`config.mk`:
```
export PLATFORM = sky130hd
export DESIGN_NAME = iterative_divider
export DESIGN_NICKNAME = d
export VERILOG_FILES = /design/src/rtl/iterative_divider_pkg.sv /design/src/rtl/div_restore_step.sv /design/src/rtl/iterative_divider.sv
export SDC_FILE = /design/constraint.sdc
export NUM_CORES = 1
export LEC_CHECK = 0
export CORE_MARGIN = 2
export CORE_UTILIZATION = 53
export CTS_CLUSTER_SIZE = 24
export DETAILED_ROUTE_END_ITERATION = 6
export PLACE_DENSITY = 0.75
export SETUP_SLACK_MARGIN = 0.2
export SKIP_CTS_REPAIR_TIMING = 1
export SLEW_MARGIN = 5
export SYNTH_ARGS = -nofsm -noshare
export SYNTH_HDL_FRONTEND = slang
export SYNTH_SLANG_ARGS = --single-unit
```
`constraint.sdc`:
```
create_clock -name clk -period 6.35 [get_ports clk]
set_input_delay 1.5875 -clock clk [delete_from_list [all_inputs] [get_ports clk]]
set_output_delay 1.5875 -clock clk [all_outputs]
set_load 0.005 [all_outputs]
```
`src/rtl/iterative_divider_pkg.sv`:
```
// Shared definitions for the RV32M iterative divider: op encodings, FSM states
// and the fixed latency of a full restoring division.
package iterative_divider_pkg;

  localparam int DIV_N       = 32;
  localparam int DIV_LATENCY = DIV_N + 2;

  // Encodings follow funct3[1:0] of the M-extension divide group.
  typedef enum logic [1:0] {
    OP_DIV  = 2'b00,
    OP_DIVU = 2'b01,
    OP_REM  = 2'b10,
    OP_REMU = 2'b11
  } div_op_e;

  typedef enum logic [1:0] {
    S_IDLE = 2'b00,
    S_CALC = 2'b01,
    S_SIGN = 2'b10,
    S_DONE = 2'b11
  } div_state_e;

  function automatic logic op_is_signed(input logic [1:0] op);
    return ~op[0];
  endfunction

  function automatic logic op_is_rem(input logic [1:0] op);
    return op[1];
  endfunction

endpackage

```
`src/rtl/div_restore_step.sv`:
```
// One restoring-division iteration: shift the next dividend bit into the partial
// remainder, trial-subtract the divisor magnitude, keep or restore.
module div_restore_step
  import iterative_divider_pkg::*;
#(
  parameter int N = DIV_N
) (
  input  logic [N-1:0] rem,
  input  logic [N-1:0] quo,
  input  logic [N-1:0] dvs,
  output logic [N-1:0] rem_next,
  output logic [N-1:0] quo_next
);

  logic [N:0] rem_sh;
  logic [N:0] diff;

  // NOTE: every output gets a value on every path through always_comb; a branch
  // that skips an assignment would infer a latch.
  always_comb begin
    rem_sh = {rem, quo[N-1]};
    diff   = rem_sh - {1'b0, dvs};
    if (!diff[N]) begin
      rem_next = diff[N-1:0];
      quo_next = {quo[N-2:0], 1'b1};
    end else begin
      rem_next = rem_sh[N-1:0];
      quo_next = {quo[N-2:0], 1'b0};
    end
  end

endmodule

```
`src/rtl/iterative_divider.sv`:
```
// Multi-cycle restoring divider for RV32M DIV/DIVU/REM/REMU. Operands are folded to
// magnitudes, divided over N cycles, then sign-corrected and registered.
module iterative_divider
  import iterative_divider_pkg::*;
#(
  parameter int N = DIV_N
) (
  input  logic         clk,
  input  logic         rst,
  input  logic         start,
  input  logic [1:0]   op,
  input  logic [N-1:0] dividend,
  input  logic [N-1:0] divisor,
  output logic [N-1:0] result,
  output logic         busy,
  output logic         done
);

  localparam int CW = $clog2(N) + 1;
  localparam logic [CW-1:0] CNT_LAST = CW'(N - 1);
  localparam logic [N-1:0]  MIN_NEG  = {1'b1, {(N-1){1'b0}}};

  div_state_e    state, state_next;
  logic [CW-1:0] cnt;
  logic          sel_rem;
  logic          neg_q, neg_r;
  logic [N-1:0]  rem, quo, dvs_abs;
  logic [N-1:0]  rem_next, quo_next;

  logic          accept, is_signed, div_zero, overflow, special;
  logic [N-1:0]  a_abs, b_abs, special_val;

  always_comb begin
    accept    = start && (state == S_IDLE || state == S_DONE);
    is_signed = op_is_signed(op);
    div_zero  = (divisor == '0);
    overflow  = is_signed && (dividend == MIN_NEG) && (divisor == '1);
    special   = div_zero || overflow;
    // MIN_NEG negates to itself, which is exactly its magnitude read unsigned.
    a_abs     = (is_signed && dividend[N-1]) ? -dividend : dividend;
    b_abs     = (is_signed && divisor[N-1])  ? -divisor  : divisor;
    if (div_zero) special_val = op_is_rem(op) ? dividend : '1;
    else          special_val = op_is_rem(op) ? '0       : MIN_NEG;
  end

  always_comb begin
    state_next = state;
    case (state)
      S_IDLE: if (accept) state_next = special ? S_DONE : S_CALC;
      S_CALC: if (cnt == CNT_LAST) state_next = S_SIGN;
      S_SIGN: state_next = S_DONE;
      S_DONE: state_next = accept ? (special ? S_DONE : S_CALC) : S_IDLE;
      default: state_next = S_IDLE;
    endcase
    busy = (state == S_CALC) || (state == S_SIGN);
    done = (state == S_DONE);
  end

  // NOTE: sequential state uses non-blocking assignments so every register
  // samples pre-edge values regardless of statement order.
  always_ff @(posedge clk or posedge rst) begin
    if (rst) state <= S_IDLE;
    else     state <= state_next;
  end

  div_restore_step #(.N(N)) u_step (
    .rem      (rem),
    .quo      (quo),
    .dvs      (dvs_abs),
    .rem_next (rem_next),
    .quo_next (quo_next)
  );

  always_ff @(posedge clk or posedge rst) begin
    if (rst) begin
      cnt     <= '0;
      sel_rem <= 1'b0;
      neg_q   <= 1'b0;
      neg_r   <= 1'b0;
      rem     <= '0;
      quo     <= '0;
      dvs_abs <= '0;
      result  <= '0;
    end else if (accept) begin
      cnt     <= '0;
      sel_rem <= op_is_rem(op);
      neg_q   <= is_signed && (dividend[N-1] ^ divisor[N-1]);
      neg_r   <= is_signed && dividend[N-1];
      rem     <= '0;
      quo     <= a_abs;
      dvs_abs <= b_abs;
      if (special) result <= special_val;
    end else if (state == S_CALC) begin
      cnt <= cnt + CW'(1);
      rem <= rem_next;
      quo <= quo_next;
    end else if (state == S_SIGN) begin
      // Remainder sign follows the dividend; quotient truncates toward zero.
      if (sel_rem) result <= neg_r ? -rem : rem;
      else         result <= neg_q ? -quo : quo;
    end
  end

endmodule

```
==> flow_summary.ini <==
[timing]
max_freq_mhz = 216.2
rsz0062_at_grt = false
relSlewSlack = 0.2429
setup_viol = 0
drv_slew = 0
post-route-period-util = 0.7282
setup_tns_ns = 0
hold_viol = 0
worstMarginPinSlew_ns = 1.136
fin_crit_ns = 4.624
finClkSkew_ns = 0.007827
hold_slack_ns = 0.4775

[synth]
syn_avg_cell_area_um2 = 8.128
ys_seq_area_frac = 0.3172
yosysMostFrequentCell = o21ai_0
ys_types = 64
synthArstFlopShare = 1.000
synth_top_area_share = 0.3172
syn-cell-area_mm2 = 0.01096
ys.flop_type = dfrtp_1
synthCells = 1349
synth-edff-count = 0
yosys-top-cells-count = 165 x o21ai_0, 159 x nand2_1, 139 x dfrtp_1
synth_area_leaders = dfrtp_1 32%, xnor2_1 8.0%, o21ai_0 7.5%
synth_nets = 1461
ys_warn_count = 0
synth_top_area_cell = dfrtp_1
yosys_register_bits = 139

[final_layout]
syn2layout_area_growth_pct = 16.16
final_nets = 1517
drive_gt1_frac = 0.04513
n_antenna_cell = 0

[global_routing]
grt_pass1_vias = 9422
grt_start_max_net_pins = 71
overflow = 0
grtUsageTotal = 0.2768
grt_pass1_wl_um = 49050
antenna_found_initial = 0

[clock_network]
cts.sinks = 139
htreeDepth = 4
ctsRootBufferMaster = clkbuf_16
cts_made_buffers = 17
clockBufferDepth = 2
cts_tree = yes
clk_latency_ns = 0.43
path_clk_slew_ns = 0.06

[critical_path]
cp.arrival_ns = 4.97
crit_fanout = 26
critPathLaunchType = input port
path_common_cell = or4_4
worstSetupPathType = input port to register
r2r_setup_slack_ns = 2.71
r2r_cells = 12
worstReg2RegStart = quo[31]
cp_slowest_cell = nor2_2
crit_buf_inv = 1
path_cells = clkdlybuf4s50_1, or4_4, or4_4, nor3_4, nand4_2, o211a_1, nor2_2, nor2_1, a31oi_1
crit_path_end_kind = register
cpPeakStageDelay_ns = 0.70
crit_required_ns = 6.69
r2r_end = rem[19]
cp_top_family = simple AND/OR/NAND/NOR gates

[floorplan]
dieArea_mm2 = 0.02185
rows = 52
core_area_mm2 = 0.02030
io_pins = 103
start_util = 0.5401
die_y_um = 147.8
die-width_um = 147.8

[drt]
drtPass1Iterations = 5
drtAntennaViolNets = 0
routed_via_density = 6.078
via_count = 10259
wirelength_um = 30060
remaining_drc_errors = 0
wl_per_cell_um = 17.81
drt_iter0_drc = 779

[placement]
gp_congestion = 0.9034
dp_hpwl_um = 22280
port_buffers = 102

[pwr]
ir_worst_vdd_mv = 0.3417
powerDensity_mw_per_mm2 = 576.6
cellLeakagePower_nw = 5.142

[job]
maxCapViolCount = 0

[run_status]
status = completed

[worst_hold_path]
worstHoldStart = dvs_abs[18]
min_path_cells = 2
hold-path-endpoint = dvs_abs[18]
holdCritPathClass = register to register
## tightest hold or removal path, cell delays in order (launching register included)
cell	delay, ns
dfrtp_1	0.34
nand2_1	0.05
o21ai_0	0.06
## routing by layer
| layer | vias to the layer above | GRT usage | share of wire |
|---|---|---|---|
| li1 | 4989 | - | - |
| met1 | 4856 | 0.3993 | 0.46 |
| met2 | 371 | 0.4421 | 0.47 |
| met3 | 43 | 0.03179 | 0.057 |
| met4 | 0 | 0.07762 | 0.017 |
| met5 | - | 0 | 0 |
## through the flow
stage	instances	power (mW)	cell area, um^2	worst slack (ns)	util
floorplan	1349	5.110	10960	1.038	-
global placement	1656	6.174	12140	1.466	0.5979
detailed placement	1656	6.266	12140	1.317	0.5979
CTS	1688	7.324	12740	1.755	0.6274
global route	1688	7.967	12740	1.421	0.6274
finish	1688	7.343	12740	1.726	0.6274
## registers in the layout (all words and copies together), names as in the netlist
name / cells
cnt: 6
dvs_abs: 32
neg_q: 1
neg_r: 1
quo: 32
rem: 32
result: 32
sel_rem: 1
state: 2
## cells by family after synthesis
logic type | count (synthesis) | share of synthesized area
xor gates and xnor gates | 147 | 0.1174
and+or+nand+nor | 416 | 0.1887
muxes | 51 | 0.04667
DFF | 139 | 0.3172
buffers and inverters | 131 | 0.04645
adders and majority gates | 43 | 0.04975
AOI/OAI and AO/OA | 422 | 0.2337
## area by class of cell
cell class / count / area, um^2
clock inverter: 14 / 170.2
timing repair buffer: 112 / 1096
sequential: 139 / 3478
inverter: 56 / 215.2
fill: 1823 / 7564
clock buffer: 18 / 429.2
tap: 270 / 337.8
multi-input combinational: 1079 / 7009
## worst max path at each step
stage | start | to | slack (ns) | depth (start not counted)
global placement | dividend[2] | result[6] | 1.47 | 8
global route | divisor[12] | result[10] | 1.42 | 9
detailed placement | dividend[2] | result[10] | 1.32 | 9
CTS | dividend[2] | result[10] | 1.75 | 9
finish | dividend[2] | result[10] | 1.73 | 9
floorplan | rst | cnt[0] | 1.04 | 1
## report_power, final
group	leakage, nW	total [mW]	switching (mW)	internal [mW]
combinational	3.13	4.47	2.50	1.97
clock	0.283	1.03	0.407	0.618
sequential	1.73	1.85	0.544	1.31
total	5.14	7.34	3.45	3.89
## placed cells by master (no fill, tap or decap), drive strengths merged, types with 18 or more instances in the layout
cell type	instances
o21ai	166
nand2	159
dfrtp	139
clkdlybuf4s50	102
xnor2	100
a21oi	91
nor2	75
inv	58
mux2i	50
xor2	47
o31ai	42
ha	42
or3	26
a31oi	24
nand4	23
nand2b	22
o211ai	20
nor3	20
nor4	19
clkbuf	18
(Power assumes the default switching activity.)
